**src/rtl/seq_div_16_by_8_pkg.sv**
```systemverilog
// Shared widths, FSM encodings and constants for the 16-by-8 sequential restoring divider.
package seq_div_16_by_8_pkg;

  localparam int DEF_DW = 16;
  localparam int DEF_VW = 8;

  typedef enum logic [1:0] {
    ST_IDLE = 2'd0,
    ST_RUN  = 2'd1,
    ST_DONE = 2'd2
  } state_e;

  localparam logic [DEF_DW-1:0] DBZ_QUOTIENT = '1;

endpackage

```
**src/rtl/seq_div_16_by_8_step.sv**
```systemverilog
// One restoring-division iteration: shift in the next dividend bit, trial-subtract the divisor.
module seq_div_16_by_8_step #(
  parameter int VW = 8
) (
  input  logic [VW-1:0] r_i,
  input  logic          q_msb_i,
  input  logic [VW-1:0] divisor_i,
  output logic [VW-1:0] r_o,
  output logic          q_bit_o
);

  logic [VW:0] trial;
  logic [VW:0] diff;

  // The incoming remainder is always below the divisor, so T fits VW+1 bits and
  // whichever value is kept (T when it borrows, T-divisor otherwise) fits back in VW bits.
  always_comb begin
    trial   = {r_i, q_msb_i};
    diff    = trial - {1'b0, divisor_i};
    q_bit_o = ~diff[VW];
    r_o     = diff[VW] ? trial[VW-1:0] : diff[VW-1:0];
  end

endmodule

```
**src/rtl/seq_div_16_by_8.sv**
```systemverilog
// Sequential restoring divider, one quotient bit per clock under a start/busy/done handshake.
module seq_div_16_by_8
  import seq_div_16_by_8_pkg::*;
#(
  parameter int DW = DEF_DW,
  parameter int VW = DEF_VW
) (
  input  logic          clk,
  input  logic          rst,
  input  logic          start,
  input  logic [DW-1:0] dividend,
  input  logic [VW-1:0] divisor,
  output logic          busy,
  output logic          done,
  output logic [DW-1:0] quotient,
  output logic [VW-1:0] remainder,
  output logic          dbz
);

  localparam int CNT_W = $clog2(DW);

  state_e           state_q;
  logic [CNT_W-1:0] cnt_q;
  logic [VW-1:0]    r_q;
  logic [DW-1:0]    q_q;
  logic [VW-1:0]    dvsr_q;
  logic             busy_q;
  logic             done_q;
  logic [DW-1:0]    quot_q;
  logic [VW-1:0]    rem_q;
  logic             dbz_q;

  logic [VW-1:0]    r_d;
  logic             q_bit;
  logic [DW-1:0]    q_d;

  seq_div_16_by_8_step #(.VW(VW)) u_step (
    .r_i       (r_q),
    .q_msb_i   (q_q[DW-1]),
    .divisor_i (dvsr_q),
    .r_o       (r_d),
    .q_bit_o   (q_bit)
  );

  assign q_d = {q_q[DW-2:0], q_bit};

  always_ff @(posedge clk) begin
    if (rst) begin
      state_q <= ST_IDLE;
      cnt_q   <= '0;
      r_q     <= '0;
      q_q     <= '0;
      dvsr_q  <= '0;
      busy_q  <= 1'b0;
      done_q  <= 1'b0;
      quot_q  <= '0;
      rem_q   <= '0;
      dbz_q   <= 1'b0;
    end else begin
      case (state_q)
        ST_IDLE, ST_DONE: begin
          done_q  <= 1'b0;
          state_q <= ST_IDLE;
          if (start) begin
            if (divisor != '0) begin
              dvsr_q  <= divisor;
              q_q     <= dividend;
              r_q     <= '0;
              cnt_q   <= CNT_W'(DW - 1);
              busy_q  <= 1'b1;
              state_q <= ST_RUN;
            end else begin
              // Divide-by-zero resolves immediately without ever raising busy.
              quot_q  <= DBZ_QUOTIENT;
              rem_q   <= dividend[VW-1:0];
              dbz_q   <= 1'b1;
              done_q  <= 1'b1;
              state_q <= ST_DONE;
            end
          end
        end
        ST_RUN: begin
          r_q <= r_d;
          q_q <= q_d;
          if (cnt_q == '0) begin
            busy_q  <= 1'b0;
            done_q  <= 1'b1;
            quot_q  <= q_d;
            rem_q   <= r_d;
            dbz_q   <= 1'b0;
            state_q <= ST_DONE;
          end else begin
            cnt_q <= cnt_q - 1'b1;
          end
        end
        default: state_q <= ST_IDLE;
      endcase
    end
  end

  assign busy      = busy_q;
  assign done      = done_q;
  assign quotient  = quot_q;
  assign remainder = rem_q;
  assign dbz       = dbz_q;

endmodule
```
**config.mk**
```make
export PLATFORM = sky130hd
export DESIGN_NAME = seq_div_16_by_8
export DESIGN_NICKNAME = d
export VERILOG_FILES = /design/src/rtl/seq_div_16_by_8_pkg.sv /design/src/rtl/seq_div_16_by_8_step.sv /design/src/rtl/seq_div_16_by_8.sv
export SDC_FILE = /design/constraint.sdc
export NUM_CORES = 1
export LEC_CHECK = 0
export ABC_AREA = 1
export CAP_MARGIN = 15
export CORE_ASPECT_RATIO = 0.9
export CORE_MARGIN = 2
export CORE_UTILIZATION = 50
export CTS_BUF_LIST = sky130_fd_sc_hd__clkbuf_8 sky130_fd_sc_hd__clkbuf_16
export CTS_CLUSTER_DIAMETER = 40
export DETAILED_ROUTE_END_ITERATION = 6
export PLACE_DENSITY = 0.77
export SYNTH_ARGS = -nofsm -noshare
export SYNTH_HDL_FRONTEND = slang
export SYNTH_SLANG_ARGS = --single-unit
```
**constraint.sdc**
```tcl
create_clock -name clk -period 2.51 [get_ports clk]
set_input_delay 0.753 -clock clk [delete_from_list [all_inputs] [get_ports clk]]
set_output_delay 0.753 -clock clk [all_outputs]
set_load 0.01 [all_outputs]
```
==> results by group, run 1 <==
Global route
  • Vias in the first global route: between 2000 and 3000
  • Largest net degree at the start of global routing: 29
  • GRT Total Usage: about a quarter
  • Initial antenna violation count: 0
  • First-pass GRT wire length: ~13000 um
  • Overflow after GRT: 0

Logic synthesis
  • Cell Area, Synth: around 3200 um2
  • Sequential element share of the synthesized area: between 40% and 50%
  • Post-Synthesis Cells: ~470
  • Post-Syn Nets: slightly above 500
  • Synth Register Bits: 65
  • EDFF count, synth: 0
  • Ys flop type: dfxtp_1
  • Synth top cells by count: 98 x nand2_1, 78 x nor2_1, 65 x dfxtp_1
  • Post-synth top area share: 40.7%
  • Most common cell in the netlist: nand2_1
  • Synth cell types: 29
  • Yosys top cell by area: dfxtp_1
  • Area contributors post-synth: dfxtp_1 41%, nand2_1 12%, nor2_1 9.2%
  • Avg Inst Size Synth: 6.83 um2
  • Fraction of registers with async set/reset: 0%
  • Yosys warns: 0

Power and ir drop
  • Total power: around 2.8 mW
  • PD cells: around 700 nW/um2
  • Static Leak: around 1.9 nW
  • VDD IR max: 0.443 mV

Place
  • Post-detail-place hpwl: 5500 um
  • IO Port Bufs: 53
  • GPL Wtd Cong: 0.828
  • Place WS: 0.0245 ns

Routing
  • Routed WL: ~7700 um
  • Via density: 5.06
  • Via count: 3100
  • DRT iter0 DRCs: ~170
  • DRC Markers: 0
  • Antenna-violating nets left: 0
  • Pre-Repair DR Iteration Count: 4
  • Post-DR wirelength/cell: about 13 um

Clock tree
  • Root Buffer: clkbuf_8
  • Postcts setup bufs: 0
  • Worst-path clk slew: around 0.07 ns
  • Hold Buf Count CTS: 0
  • Clock Sinks: 65
  • CTS Buffer Depth: 2
  • Clk_lat worst skew: ~0.35 ns
  • H-Tree Depth: 3
  • Post-cts sizing count: 0
  • CTS tree: built
  • TritonCTS Buffers: 9

Worst setup path
  • Worst Path Required: between 2 and 3 ns
  • CP Max Fanout: 8
  • Crit start category: flop
  • Critical path capture point type: flop
  • Crit path arrival time: ~2.4 ns
  • WS Path Type: flop to flop

Timing
  • Setup violations, final: 0
  • Highest Clock Rate: 461 MHz
  • Final slew viol count: 0
  • Crit path time final: ~2.2 ns
  • Unrepaired setup endpoints after global routing: no
  • Slew @ Worst Pin: between 0.3 and 0.4 ns
  • Final hold viol count: 0
  • Layout Skew: 0.00526 ns
  • Worst slew margin: about three quarters
  • Setup TNS: 0 ns
  • Fin worst setup slack: between 0.3 and 0.4 ns
  • Final period util: about 86%

Layout
  • Final core occ: approximately 65%
  • Layout cell share with drive strength beyond 1: between 7 and 8%
  • Layout area overhead: 25.2%
  • Antenna fix cells: 0
  • Final nets: roughly 560

Run
  • Max-cap violations: 0

Die
  • Core area: around 6100 um2
  • Die Wd: 88.3 um
  • Placement row count: 27
  • Die height: around 80 um
  • Total die area: slightly above 7000 um2
  • Number of I/O pins: between 50 and 60
  • Initial Utilization: between 50% and 60%

Worst hold path
  • Hold Path Class: flop to flop

Run status
  • Status: completed
[placed cells by master, fill, tap and decap left out, types with 2 or more instances in the layout]
master	count
a21oi_1	28
buf_4	5
clkbuf_8	10
clkdlybuf4s50_1	53
clkinv_2	4
dfxtp_1	65
ha_1	9
inv_1	62
inv_2	2
nand2_1	98
nand2_2	2
nand3_1	45
nand4_1	3
nor2_1	78
o211ai_1	8
o21ai_0	31
or2_2	8
xor2_1	2
[through the flow]
stage | std cells | area (um2) | hold WS [ns]
floorplan | 468 | 3190 | 0.422
global placement | 597 | 3800 | 0.437
detailed placement | 597 | 3800 | 0.448
CTS | 613 | 4000 | 0.459
global route | 613 | 4000 | 0.481
finish | 613 | 4000 | 0.456
[cells by family (layout without fill, tap and decap cells)]
kind of cell	Yosys count	in the layout	share of synthesized area, %
AO/OA/AOI/OAI	70	70	11.8
flip-flops	65	65	40.7
AND/OR/NAND/NOR	238	238	32.0
buffers and inverters	82	140	10.4
XOR/XNOR	3	3	0.823
adder cells (fa/ha/maj)	10	10	4.15
[critical path, stage by stage (launching register included)]
cell     delay (ns)
dfxtp_1        0.35
inv_1          0.07
ha_1           0.14
inv_1          0.07
fa_1           0.41
nand2_1        0.08
nand2_1        0.09
nand3_1        0.14
nand2_1        0.08
nand2_1        0.07
nand2_1        0.19
nand3_1        0.16
nand3_1        0.10
nand2_1        0.08
inv_1          0.04
[flip-flops by register name, summed over array words and instances, names as in the netlist]
name and cells:
busy 1, cnt_q 4, dbz 1, done 1, dvsr_q 8, q_q 16
quotient 16, r_q 8, remainder 8, state_q 2
[report_power, final]
group	internal [mW]	switching [mW]	total, mW	leakage, nW
sequential	1.13	0.0573	1.19	0.533
clock	0.478	0.406	0.884	0.102
combinational	0.307	0.432	0.738	1.25
total	1.92	0.895	2.81	1.89
[final cells by class]
class	instances	area, um2
clock buffers	10	138
clock inverters	6	57.6
fillers	581	2150
inverters	65	246
multi-input cells	321	1560
flip-flops and latches	65	1300
well taps	87	109
repair buffers	59	588
[metal layers]
metal | track usage [%] | share of wire [%]
met3 | 5.48 | 5.6
met1 | 29.7 | 44
met2 | 38.3 | 48
met5 | 0 | 0
met4 | 10.0 | 2.1
[final timing paths]
| path | startpoint | to | slack (ns) | cells after the start |
|---|---|---|---|---|
| setup / recovery | q_q[15] | remainder[3] | 0.34 | 14 |
| setup reg to reg | q_q[15] | remainder[3] | 0.34 | 14 |
| hold / removal | cnt_q[0] | cnt_q[0] | 0.46 | 1 |
| hold reg to reg | cnt_q[0] | cnt_q[0] | 0.46 | 1 |
No activity file was read; power rests on OpenSTA's default activity.
==> run 2: changes to the inputs <==
Settings changed: CORE_ASPECT_RATIO 0.9 to 1.1.
==> results by group, run 2 (same netlist as run 1, synthesis figures left out) <==
Place
  • IO Port Bufs: 53
  • Post-detail-place hpwl: about 5500 um
  • GPL Wtd Cong: 0.852
  • Placed insts: slightly below 600

Timing
  • Slew @ Worst Pin: between 0.4 and 0.5 ns
  • Setup TNS: 0 ns
  • Final hold viol count: 0
  • Crit path time final: about 2.1 ns
  • Unrepaired setup endpoints after global routing: no
  • Final period util: around 84%
  • Layout Skew: slightly below 0.01 ns
  • Worst slew margin: between 70 and 80%
  • Highest Clock Rate: between 400 and 500 MHz
  • Setup violations, final: 0
  • Final slew viol count: 0

Clock tree
  • CTS tree: built
  • Hold Buf Count CTS: 0
  • Post-cts sizing count: 0
  • CTS Buffer Depth: 2
  • Worst-path clk slew: around 0.070 ns
  • Root Buffer: clkbuf_8
  • Clock Sinks: 65
  • TritonCTS Buffers: 9
  • Clk_lat worst skew: 0.34 ns
  • H-Tree Depth: 3
  • Postcts setup bufs: 0

Layout
  • Final nets: 559
  • Layout cell share with drive strength beyond 1: around 7%
  • Fin cells: roughly 610
  • Most common cell after layout, fill and taps aside: nand2_1
  • Commonest non-fill, non-tap cells in the layout: 98 x nand2_1, 78 x nor2_1, 65 x dfxtp_1
  • Layout area overhead: 25.7%
  • Antenna fix cells: 0
  • Filler cells: between 500 and 600

Power and ir drop
  • Static Leak: 1.91 nW
  • PD cells: between 700 and 800 nW/um2
  • Total power: roughly 2.9 mW
  • VDD IR max: 0.506 mV

Global route
  • Initial antenna violation count: 0
  • Largest net degree at the start of global routing: 29
  • Overflow after GRT: 0
  • First-pass GRT wire length: 12500 um
  • GRT Total Usage: a little under a quarter
  • Vias in the first global route: 2824

Worst setup path
  • WP buf/inv: 3
  • Crit path top cell by count: nand2_1
  • Worst Path Required: around 2.8 ns
  • Critical path capture point type: flop
  • CP Max Fanout: 8
  • WS Path Type: flop to flop
  • Crit path cell chain: inv_1 -> ha_1 -> inv_1 -> fa_1 -> nand2_1 -> nand2_1 -> nand3_1 -> nand2_1 -> nand2_1 -> nand2_1 -> nand3_1 -> nand3_1 -> nand2_1 -> inv_1
  • Critical path's top delay family: simple AND/OR/NAND/NOR gates
  • Crit path arrival time: between 2 and 2.5 ns
  • Critical Path Slowest Stage Cell: fa_1
  • Largest stage delay on the critical path: roughly 0.4 ns
  • Crit start category: flop

Routing
  • Pre-Repair DR Iteration Count: 4
  • Routed WL: between 7000 and 8000 um
  • Post-DR wirelength/cell: between 10 and 15 um
  • DRC Markers: 0
  • Antenna-violating nets left: 0
  • Via count: 3044
  • Via density: 5.02
  • DRT iter0 DRCs: 122

Run
  • Max-cap violations: 0

Die
  • Placement row count: 30
  • Die Wd: 80.2 um
  • Number of I/O pins: 54
  • Core area: 6190 um2
  • Initial Utilization: 51.6%
  • Total die area: 7040 um2
  • Die height: slightly below 90 um

Worst hold path
  • Hold Path Class: flop to flop

Run status
  • Status: completed
run 2: changes by cell type in the layout (fill, tap and decap cells not counted), sizes merged:
cell / previous run / this run
buf: 6 / 7
bufinv: 1 / 2
clkinv: 4 / 1
clkinvlp: 1 / 0
inv: 65 / 67
run 2: path summary, 6_finish.rpt:
path | start | endpoint | slack (ns) | cells past startpoint
worst min-delay path | busy | busy | 0.45 | 2
worst min register to register | busy | busy | 0.45 | 2
worst max-delay path | q_q[15] | remainder[0] | 0.39 | 14
worst max register to register | q_q[15] | remainder[0] | 0.39 | 14
run 2: cell type report:
cell class / instances / area [um2] / area share, %
inverter: 65 / 246 / 6.14
tap: 80 / 100 / 2.49
clock buffer: 10 / 138 / 3.43
clock inverter: 5 / 72.6 / 1.81
sequential: 65 / 1300 / 32.4
timing repair buffer: 60 / 596 / 14.8
multi-input combinational: 321 / 1560 / 38.9
run 2: per-stage QoR:
stage / util [%] / hold slack (ns) / area [um2] / setup WS, ns
after CTS: 64.8 / 0.454 / 4010 / 0.401
final: 64.8 / 0.451 / 4010 / 0.393
after detailed placement: 61.4 / 0.444 / 3800 / 0.0647
after global routing: 64.8 / 0.475 / 4010 / 0.186
after floorplan: - / 0.422 / 3190 / 0.714
after global placement: 61.4 / 0.432 / 3800 / 0.157
run 2: report_power, final:
| part | internal, mW | switching (mW) |
|---|---|---|
| Combinational | 0.306 | 0.422 |
| Sequential | 1.13 | 0.0564 |
| Clock | 0.572 | 0.380 |
run 2: metal layers:
metal | track usage, % | share of wire (%) | up-vias
met1 | 28.0 | 45 | 1361
met3 | 4.02 | 4.1 | 13
met2 | 38.4 | 49 | 80
met4 | 11.2 | 2.0 | 0
li1 | - | - | 1590
met5 | 0 | 0 | -
run 2: worst min-delay path, stage by stage, from the launching register on:
cell,delay (ns)
dfxtp_1,0.31
inv_1,0.05
a21oi_1,0.05
==> run 3: changes to the inputs <==
Clock period 2.51 ns to 2.2 ns, I/O delays scaled along.
==> results by group, run 3 (same netlist as run 1, synthesis figures left out) <==
Clock tree
  • Postcts setup bufs: 0
  • Clock Sinks: 65
  • H-Tree Depth: 3
  • Clk_lat worst skew: between 0.3 and 0.4 ns
  • Worst-path clk slew: 0.07 ns
  • CTS Buffer Depth: 2
  • Root Buffer: clkbuf_8
  • CTS tree: built
  • TritonCTS Buffers: 9

Place
  • Place WS: -0.0382 ns
  • Post-detail-place hpwl: around 5600 um
  • GPL Wtd Cong: 0.830
  • IO Port Bufs: between 50 and 60

Global route
  • Initial antenna violation count: 0
  • First-pass GRT wire length: 12800 um
  • GRT Total Usage: 23.3%
  • Vias in the first global route: around 2900
  • Overflow after GRT: 0
  • Largest net degree at the start of global routing: 34

Timing
  • Final hold viol count: 0
  • Unrepaired setup endpoints after global routing: no
  • Final period util: between 90% and 100%
  • Setup violations, final: 0
  • Worst slew margin: between 70% and 80%
  • Slew @ Worst Pin: slightly below 0.4 ns
  • Layout Skew: ~0.0056 ns
  • Setup TNS: 0 ns
  • Final slew viol count: 0
  • Highest Clock Rate: 497 MHz
  • Crit path time final: 2.01 ns
  • Fin worst setup slack: around 0.19 ns

Routing
  • DRC Markers: 0
  • Via density: 5.06
  • DRT iter0 DRCs: roughly 220
  • Antenna-violating nets left: 0
  • Pre-Repair DR Iteration Count: 4
  • Via count: a little over 3000
  • Post-DR wirelength/cell: between 10 and 15 um
  • Routed WL: about 7500 um

Die
  • Die Wd: 80.2 um
  • Die height: just under 90 um
  • Total die area: between 7000 and 8000 um2
  • Core area: 6190 um2
  • Number of I/O pins: 54
  • Initial Utilization: about 52%
  • Placement row count: 30

Worst setup path
  • Critical path capture point type: flop
  • WS Path Type: flop to flop
  • Crit path arrival time: around 2.3 ns
  • CP Max Fanout: 10
  • Worst Path Required: 2.45 ns
  • Reg-to-reg slack, setup: between 0.15 and 0.2 ns
  • Crit start category: flop

Layout
  • Commonest non-fill, non-tap cells in the layout: 96 x nand2_1, 78 x nor2_1, 65 x inv_1, 65 x dfxtp_1, 53 x clkdlybuf4s50_1
  • Final nets: approximately 570
  • Antenna fix cells: 0
  • Layout area overhead: 29.5%
  • Most common cell after layout, fill and taps aside: nand2_1
  • Final core occ: between 60 and 70%
  • Layout cell share with drive strength beyond 1: 9.33%

Power and ir drop
  • PD cells: between 800 and 900 nW/um2
  • Static Leak: between 1.5 and 2 nW
  • VDD IR max: between 0.4 and 0.5 mV

Run
  • Max-cap violations: 0

Worst hold path
  • Hold Path Class: flop to flop

Run status
  • Status: completed
-- run 3: cell types whose count changed in the layout (fill, tap and decap cells not counted) --
cell,before,now
buf_12,1,3
buf_4,6,13
clkbuf_8,10,11
clkinv_2,1,0
fa_1,1,0
fa_2,0,1
inv_1,64,65
nand2_1,98,96
nand2_2,2,3
nand2_4,0,1
nand3_1,45,44
nand3_2,1,2
-- run 3: worst max-delay path, stage by stage (launching register included) --
cell and delay, ns:
dfxtp_1 0.34, inv_1 0.06, ha_1 0.13, inv_1 0.08, fa_2 0.36, nand2_1 0.07
nand2_1 0.09, nand3_1 0.14, nand2_1 0.10, nand2_2 0.10, nand2_4 0.10, nand3_1 0.12
nand3_1 0.12, nand2_1 0.08, inv_1 0.03
-- run 3: per-stage QoR --
step / total power, mW / cell area, um2 / hold slack [ns] / std cells
after floorplan: 1.93 / 3190 / 0.422 / 468
final: 3.38 / 4140 / 0.444 / 616
after CTS: 3.37 / 4120 / 0.446 / 616
after global placement: 2.21 / 3900 / 0.432 / 600
after detailed placement: 2.24 / 3900 / 0.437 / 600
after global routing: 3.57 / 4140 / 0.478 / 616
-- run 3: routing by layer --
metal | track usage (%) | share of wire (%) | up-vias
met4 | 10.0 | 2.0 | 0
li1 | - | - | 1607
met3 | 3.81 | 3.4 | 14
met5 | 0 | 0 | -
met1 | 28.6 | 46 | 1424
met2 | 40.4 | 49 | 71
-- run 3: final timing paths --
path	cells past startpoint	start	to
worst max-delay path	14	q_q[15]	remainder[2]
worst min register to register	1	cnt_q[0]	cnt_q[0]
worst max register to register	14	q_q[15]	remainder[2]
worst min-delay path	1	cnt_q[0]	cnt_q[0]
-- run 3: power by group --
group | switching (mW) | leakage, nW | internal, mW
registers | 0.0659 | 0.533 | 1.29
clock network | 0.443 | 0.123 | 0.688
logic | 0.505 | 1.31 | 0.384
-- run 3: area by class of cell --
cell class / instances / area, um2
clock inverter: 5 / 71.3
clock buffer: 11 / 151
timing repair buffer: 69 / 688
fill: 551 / 2060
inverter: 65 / 246
tap: 80 / 100
sequential: 65 / 1300
multi-input combinational: 321 / 1580
-- run 3: what timing repair did --
| action | CTS | global route |
|---|---|---|
| hold buffers | 0 | 0 |
| setup endpoints to repair | 0 | 13 |
| resized for setup | 0 | 5 |
